$ cat src/rtl/sdram_probe_pkg.sv
// sdram_probe_pkg: shared state encodings and probe address/signature
// helpers for the SDRAM size-detection engine.
package sdram_probe_pkg;

   // Largest supported number of probe points (the probe index is 3 bits).
   localparam int unsigned MAX_PROBES = 8;

   // Engine phases.
   typedef enum logic [2:0] {
      ST_INIT  = 3'd0,
      ST_WR    = 3'd1,
      ST_FLUSH = 3'd2,
      ST_RD    = 3'd3,
      ST_CLEAR = 3'd4,
      ST_IDLE  = 3'd5
   } state_t;

   // Per-transaction sub-phase: strobe cycle, blind cycle, wait-for-ready.
   typedef enum logic [1:0] {
      PH_ISSUE = 2'd0,
      PH_GAP   = 2'd1,
      PH_WAIT  = 2'd2
   } phase_t;

   // Probe address: 0 for probe 0, otherwise one address bit per probe.
   function automatic logic [63:0] probe_addr(input logic [31:0] k,
                                              input logic [31:0] base_bit);
      logic [63:0] a;
      if (k == 32'd0) begin
         a = 64'd0;
      end else begin
         a = 64'd1 << (base_bit + k - 32'd1);
      end
      return a;
   endfunction

   // Signature written to probe k (caller truncates to the data width).
   function automatic logic [31:0] probe_sig(input logic [31:0] k,
                                             input logic [31:0] sig_base,
                                             input logic [31:0] sig_step);
      return sig_base + (k * sig_step);
   endfunction

   // Address used to put a non-signature value on the bus before readback.
   function automatic logic [63:0] flush_addr(input logic [31:0] base_bit);
      logic [63:0] a;
      if (base_bit == 32'd0) begin
         a = 64'd1;
      end else begin
         a = 64'd1 << (base_bit - 32'd1);
      end
      return a;
   endfunction

endpackage

$ cat src/rtl/sdram_probe.sv
// sdram_probe: after controller init, writes signatures at power-of-two
// addresses, reads them back to find which address bits hold real memory,
// then optionally zero-fills the start of RAM.
// Optional feature macro: SDRAM_PROBE_CLEAR_EN (enables the CLEAR phase).
module sdram_probe
   import sdram_probe_pkg::*;
#(
   parameter int unsigned ADDR_W      = 27,
   parameter int unsigned DATA_W      = 16,
   parameter int unsigned PROBES      = 3,
   parameter int unsigned BASE_BIT    = 25,
   parameter int unsigned SIG_BASE    = 1032,
   parameter int unsigned SIG_STEP    = 1032,
   parameter int unsigned FLUSH_VAL   = 12345,
   parameter int unsigned CLEAR_WORDS = 2**24
) (
   input  logic              clk_sys,
   input  logic              reset_n,
   input  logic              rerun,
   input  logic              mem_ready,
   input  logic [DATA_W-1:0] mem_dout,
   output logic [ADDR_W-1:0] mem_addr,
   output logic [DATA_W-1:0] mem_din,
   output logic              mem_we,
   output logic              mem_rd,
   output logic [PROBES-1:0] size_mask,
   output logic              probe_done,
   output logic              clear_busy
);

   if ((PROBES < 1) || (PROBES > MAX_PROBES)) begin : g_bad_probes
      $error("sdram_probe: PROBES must be in 1..8");
   end
   if (CLEAR_WORDS < 1) begin : g_bad_clear
      $error("sdram_probe: CLEAR_WORDS must be at least 1");
   end

   state_t              r_state, w_state_nx;
   phase_t              r_phase, w_phase_nx;
   logic [2:0]          r_k, w_k_nx;
   logic [ADDR_W-1:0]   r_addr, w_addr_nx;
   logic [DATA_W-1:0]   r_din, w_din_nx;
   logic                r_we, w_we_nx;
   logic                r_rd, w_rd_nx;
   logic [PROBES-1:0]   r_mask, w_mask_nx;
   logic                r_done, w_done_nx;
   logic                r_pend, w_pend_nx;
`ifdef SDRAM_PROBE_CLEAR_EN
   logic                r_busy, w_busy_nx;
`endif

   logic                w_xdone;
   logic                w_go;
   logic [2:0]          w_k_dec;
   logic [2:0]          w_k_top;

   // A transaction ends on the first ready cycle of its WAIT phase.
   assign w_xdone = (r_phase == PH_WAIT) && mem_ready;
   assign w_go    = rerun || r_pend;
   assign w_k_dec = r_k - 3'd1;
   assign w_k_top = 3'(PROBES - 1);

   // Next-state, next-output computation for the probe/clear sequencer.
   always_comb begin
      w_state_nx = r_state;
      w_phase_nx = r_phase;
      w_k_nx     = r_k;
      w_addr_nx  = r_addr;
      w_din_nx   = r_din;
      w_we_nx    = 1'b0;
      w_rd_nx    = 1'b0;
      w_mask_nx  = r_mask;
      w_done_nx  = r_done;
`ifdef SDRAM_PROBE_CLEAR_EN
      w_busy_nx  = r_busy;
`endif
      // A rerun seen while clearing or idle is remembered until it can act.
      if (rerun && ((r_state == ST_IDLE) || (r_state == ST_CLEAR))) begin
         w_pend_nx = 1'b1;
      end else begin
         w_pend_nx = r_pend;
      end

      case (r_phase)
         PH_ISSUE: w_phase_nx = PH_GAP;
         PH_GAP:   w_phase_nx = PH_WAIT;
         default:  w_phase_nx = r_phase;
      endcase

      case (r_state)
         ST_INIT: begin
            w_mask_nx = '0;
            w_done_nx = 1'b0;
            w_pend_nx = 1'b0;
`ifdef SDRAM_PROBE_CLEAR_EN
            w_busy_nx = 1'b0;
`endif
            if (mem_ready) begin
               w_state_nx = ST_WR;
               w_phase_nx = PH_ISSUE;
               w_k_nx     = w_k_top;
               w_addr_nx  = ADDR_W'(probe_addr({29'd0, w_k_top}, 32'(BASE_BIT)));
               w_din_nx   = DATA_W'(probe_sig({29'd0, w_k_top}, 32'(SIG_BASE), 32'(SIG_STEP)));
               w_we_nx    = 1'b1;
            end else begin
               w_state_nx = ST_INIT;
            end
         end

         ST_WR: begin
            if (w_xdone && (r_k == 3'd0)) begin
               w_state_nx = ST_FLUSH;
               w_phase_nx = PH_ISSUE;
               w_addr_nx  = ADDR_W'(flush_addr(32'(BASE_BIT)));
               w_din_nx   = DATA_W'(FLUSH_VAL);
               w_we_nx    = 1'b1;
            end else if (w_xdone) begin
               w_phase_nx = PH_ISSUE;
               w_k_nx     = w_k_dec;
               w_addr_nx  = ADDR_W'(probe_addr({29'd0, w_k_dec}, 32'(BASE_BIT)));
               w_din_nx   = DATA_W'(probe_sig({29'd0, w_k_dec}, 32'(SIG_BASE), 32'(SIG_STEP)));
               w_we_nx    = 1'b1;
            end else begin
               w_state_nx = ST_WR;
            end
         end

         ST_FLUSH: begin
            if (w_xdone) begin
               w_state_nx = ST_RD;
               w_phase_nx = PH_ISSUE;
               w_k_nx     = w_k_top;
               w_addr_nx  = ADDR_W'(probe_addr({29'd0, w_k_top}, 32'(BASE_BIT)));
               w_rd_nx    = 1'b1;
            end else begin
               w_state_nx = ST_FLUSH;
            end
         end

         ST_RD: begin
            if (w_xdone) begin
               for (int i = 0; i < int'(PROBES); i++) begin
                  if (r_k == 3'(i)) begin
                     w_mask_nx[i] = (mem_dout ==
                        DATA_W'(probe_sig(32'(i), 32'(SIG_BASE), 32'(SIG_STEP))));
                  end else begin
                     w_mask_nx[i] = r_mask[i];
                  end
               end
               if (r_k == 3'd0) begin
                  w_done_nx = 1'b1;
`ifdef SDRAM_PROBE_CLEAR_EN
                  w_state_nx = ST_CLEAR;
                  w_phase_nx = PH_ISSUE;
                  w_busy_nx  = 1'b1;
                  w_addr_nx  = '0;
                  w_din_nx   = '0;
                  w_we_nx    = 1'b1;
`else
                  w_state_nx = ST_IDLE;
`endif
               end else begin
                  w_phase_nx = PH_ISSUE;
                  w_k_nx     = w_k_dec;
                  w_addr_nx  = ADDR_W'(probe_addr({29'd0, w_k_dec}, 32'(BASE_BIT)));
                  w_rd_nx    = 1'b1;
               end
            end else begin
               w_state_nx = ST_RD;
            end
         end

`ifdef SDRAM_PROBE_CLEAR_EN
         ST_CLEAR: begin
            // The clear address doubles as the word counter.
            if (w_xdone && w_go) begin
               w_state_nx = ST_INIT;
               w_pend_nx  = 1'b0;
               w_busy_nx  = 1'b0;
               w_mask_nx  = '0;
               w_done_nx  = 1'b0;
            end else if (w_xdone && (r_addr == ADDR_W'(CLEAR_WORDS - 1))) begin
               w_state_nx = ST_IDLE;
               w_busy_nx  = 1'b0;
            end else if (w_xdone) begin
               w_phase_nx = PH_ISSUE;
               w_addr_nx  = r_addr + {{(ADDR_W-1){1'b0}}, 1'b1};
               w_we_nx    = 1'b1;
            end else begin
               w_state_nx = ST_CLEAR;
            end
         end
`endif

         ST_IDLE: begin
            if (w_go) begin
               w_state_nx = ST_INIT;
               w_pend_nx  = 1'b0;
               w_mask_nx  = '0;
               w_done_nx  = 1'b0;
            end else begin
               w_state_nx = ST_IDLE;
            end
         end

         default: begin
            w_state_nx = ST_INIT;
         end
      endcase
   end

   // State and registered-output update; async reset drops everything at once.
   always_ff @(posedge clk_sys or negedge reset_n) begin
      if (!reset_n) begin
         r_state <= ST_INIT;
         r_phase <= PH_ISSUE;
         r_k     <= 3'd0;
         r_addr  <= '0;
         r_din   <= '0;
         r_we    <= 1'b0;
         r_rd    <= 1'b0;
         r_mask  <= '0;
         r_done  <= 1'b0;
         r_pend  <= 1'b0;
`ifdef SDRAM_PROBE_CLEAR_EN
         r_busy  <= 1'b0;
`endif
      end else begin
         r_state <= w_state_nx;
         r_phase <= w_phase_nx;
         r_k     <= w_k_nx;
         r_addr  <= w_addr_nx;
         r_din   <= w_din_nx;
         r_we    <= w_we_nx;
         r_rd    <= w_rd_nx;
         r_mask  <= w_mask_nx;
         r_done  <= w_done_nx;
         r_pend  <= w_pend_nx;
`ifdef SDRAM_PROBE_CLEAR_EN
         r_busy  <= w_busy_nx;
`endif
      end
   end

   assign mem_addr   = r_addr;
   assign mem_din    = r_din;
   assign mem_we     = r_we;
   assign mem_rd     = r_rd;
   assign size_mask  = r_mask;
   assign probe_done = r_done;
`ifdef SDRAM_PROBE_CLEAR_EN
   assign clear_busy = r_busy;
`else
   assign clear_busy = 1'b0;
`endif

endmodule

$ cat config.mk
export PLATFORM = sky130hd
export DESIGN_NAME = sdram_probe
export DESIGN_NICKNAME = d
export VERILOG_FILES = /design/src/rtl/sdram_probe_pkg.sv /design/src/rtl/sdram_probe.sv
export SDC_FILE = /design/constraint.sdc
export NUM_CORES = 1
export LEC_CHECK = 0
export BUFFER_PORTS_ARGS = -buffer_cell sky130_fd_sc_hd__buf_2
export CAP_MARGIN = 20
export CORE_MARGIN = 4
export CORE_UTILIZATION = 32
export CTS_BUF_LIST = sky130_fd_sc_hd__clkbuf_8
export DETAILED_ROUTE_END_ITERATION = 8
export GPL_TIMING_DRIVEN = 1
export PLACE_DENSITY = 0.57
export REMOVE_ABC_BUFFERS = 1
export SLEW_MARGIN = 20
export SYNTH_ARGS = -nofsm -noshare
export SYNTH_HDL_FRONTEND = slang
export SYNTH_SLANG_ARGS = --single-unit
export TNS_END_PERCENT = 10
$ cat constraint.sdc
create_clock -name clk_sys -period 2.3 [get_ports clk_sys]
set_clock_uncertainty 0.1 [all_clocks]
set_input_delay 0.23 -clock clk_sys [delete_from_list [all_inputs] [get_ports clk_sys]]
set_output_delay 0.23 -clock clk_sys [all_outputs]
set_load 0.05 [all_outputs]
==> results by group <==
Outcome
  • Status: finished clean

Floorplanning
  • Total die area: 0.00655 mm^2
  • Chip height: 80.9 um
  • Core area: 0.00514 mm^2
  • IO Count: 70
  • Rows: 26
  • Width of the chip: 80.9 um
  • Initial core utilization: 33.1%

Yosys
  • Ys flop type: dfrtp_1
  • Syn Inst Count: 185
  • Sequential area share after synthesis: 38.2%
  • Post-Synthesis Cell Area: 0.00170 mm^2
  • Syn avg cell area: 9.20 um^2
  • Yosys reg bits: 26
  • Synth unique cells: 43
  • Ys Warns: 0
  • EDFF count, synth: 0
  • Asr flop ratio synth: 100%

Critical path
  • Crit-path leading delay family: flip-flops
  • CP required: 2.35 ns
  • Critical Path Source Type: flop
  • Crit path buf inv count: 1
  • Slowest library cell on the worst path: dfrtp_1
  • Setup crit end kind: flop
  • Crit path cell chain: inv_1, ha_1, nand3b_1, a21oi_1, nand2b_1, mux2_1
  • CP Class: reg -> reg
  • Crit-path max cell delay: 0.46 ns
  • Worst EP arrival: 2.01 ns
  • CP max FO: 7

Power and ir drop
  • Peak supply drop: 0.190 mV
  • Part of the power in registers: 53.1%
  • Pwr dens: 460 mW/mm^2
  • Static Leak: 0.958 nW
  • P_sw: 0.272 mW
  • Switching share of power: 31.6%
  • Part of the power in combinational logic: 17.0%
  • Clock power frac: 29.9%
  • Cell internal pwr: 0.588 mW

Clock network
  • TritonCTS Buffers: 3
  • Count of hold-fix buffers inserted at cts: 1
  • Bufs on Longest Clock Path: 2
  • Clk root buf: clkbuf_8
  • Skew-Pair Late Insertion Delay: 0.27 ns
  • Cts repair resizes: 0
  • Post-CTS setup repair buffer count: 0
  • Clock Sinks: 26
  • Worst-path clk slew: 0.09 ns
  • H-tree depth: 1
  • CTS tree: done

Placed design
  • RD Place Congestion: 0.821
  • Count of input and output buffers: 37
  • Placed Cells: 285
  • DP Worst Slack: 0.348 ns
  • Hpwl dp: 2660 um

Routing
  • Post-DRT Antenna Nets: 0
  • Vias per std cell: 4.41
  • Vias: 1275
  • Residual DRC count: 0
  • Total Wirelength: 3390 um
  • Wirelength per Cell: 11.7 um
  • First-pass DRT Iterations: 4
  • Iter 0 DRT Violations: 65

GRT
  • First-pass GRT wire length: 5430 um
  • Largest net degree at the start of global routing: 27
  • Grt ovf: 0
  • GRT Util Overall: 10.5%
  • Number of global-route vias before repair: 1136
  • Initial antenna violation count: 0

Timing
  • Final Hold Fails: 0
  • Count of final setup violators: 0
  • Setup_tns: 0 ns
  • Min cycle time layout: 1.96 ns
  • Slew Limit Headroom: 60.2%
  • Fmax achieved: 510 MHz
  • Slew Limit Fails: 0
  • RSZ-0062 raised after global routing: no
  • Fin crit share: 85.3%
  • Least-Margin Pin Slew: 0.597 ns
  • Final Worst Setup Slack: 0.337 ns

Finish
  • Syn-to-layout area delta: 9.93%
  • N_diodes: 0
  • Fin cells: 289
  • Commonest non-fill, non-tap cell in the layout: buf_2
  • Combined area of the multi-input logic cells: 851 um^2
  • Post-layout util: 36.4%
  • Layout cell share with drive strength beyond 1: 20.1%
  • Commonest non-fill, non-tap cells in the layout: 37 x buf_2, 32 x conb_1, 26 x dfrtp_1, 11 x nor2_1, 10 x nand2_1
  • Fillers: 544
  • Final #Nets: 249
  • Register area: 651 um^2

Min path
  • HP Class: in -> reg

Run
  • Max-cap violations: 0
-- cells by family after synthesis --
logic type	after synthesis	synth area share [%]
AND/OR/NAND/NOR	61	19.8
buffers and inverters	48	18.6
AO/OA/AOI/OAI	33	12.5
flip-flops	26	38.2
adder cells (fa/ha/maj)	8	5.88
multiplexers	5	3.24
XOR/XNOR	3	1.54
other	1	0.220
-- power groups by stage --
stage                     clock network, mW  registers, mW  logic [mW]
after floorplan                           0          0.466       0.117
after global placement                    0          0.466       0.144
after detailed placement                  0          0.466       0.145
after CTS                             0.267          0.457       0.146
after global routing                  0.290          0.457       0.155
final                                 0.257          0.457       0.146
-- state kept, by name, summed over array words and instances (netlist names) --
name / cells
r_k: 3
mem_din: 8
r_state: 3
size_mask: 3
probe_done: 1
mem_rd: 1
mem_addr: 3
mem_we: 1
r_pend: 1
r_phase: 2
-- Yosys cell counts (4+ instances only) --
library cell	n	area share (%)
buf_4	33	15
buf_2	4	1.2
nor4_1	5	1.8
a21oi_1	7	2.1
nand3_1	4	1.2
nor2b_1	5	1.8
nand2b_1	6	2.2
inv_1	7	1.5
ha_1	8	5.9
o21ai_1	6	1.8
dfrtp_1	26	38
mux2_1	4	2.6
nand2_1	10	2.2
nor3_1	5	1.5
o21ai_0	4	1.2
nor2_1	11	2.4
-- worst reg2reg max path: stages (launching register included) --
cell and delay (ns):
dfrtp_1 0.46, inv_1 0.16, ha_1 0.28, nand3b_1 0.12, a21oi_1 0.15, nand2b_1 0.24, mux2_1 0.35
-- path summary, 6_finish.rpt --
kind,slack [ns],depth (start not counted),end,startpoint
hold / removal,0.17,3,r_pend,rerun
hold reg to reg,0.38,2,mem_din[11],mem_din[11]
max in group asynchronous,1.31,2,r_k[0],reset_n
setup reg to reg,0.34,6,r_k[0],r_k[0]
setup / recovery,0.34,6,r_k[0],r_k[0]
min in group asynchronous,0.39,2,mem_rd,reset_n
-- through the flow --
| step | instance area, um^2 | hold WS, ns | power, mW |
|---|---|---|---|
| global placement | 1820 | 0.174 | 0.610 |
| detailed placement | 1820 | 0.181 | 0.610 |
| finish | 1870 | 0.167 | 0.860 |
| global route | 1870 | 0.197 | 0.901 |
| floorplan | 1530 | -0.166 | 0.583 |
| CTS | 1870 | 0.167 | 0.870 |
-- cell type report --
type	instances	area share [%]
Multi-Input combinational cell	142	45.5
Sequential cell	26	34.8
Timing Repair Buffer	40	11.2
Tap cell	70	4.68
Clock buffer	3	2.21
Inverter	8	1.61
-- per-layer routing --
metal,track usage (%),wire (um),share of wire [%]
met4,2.53,30,0.89
met3,1.88,156,4.6
met1,14.0,1600,47
met5,0,0,0
met2,17.7,1600,47
Note: power is estimated with default switching activity, not from simulation.
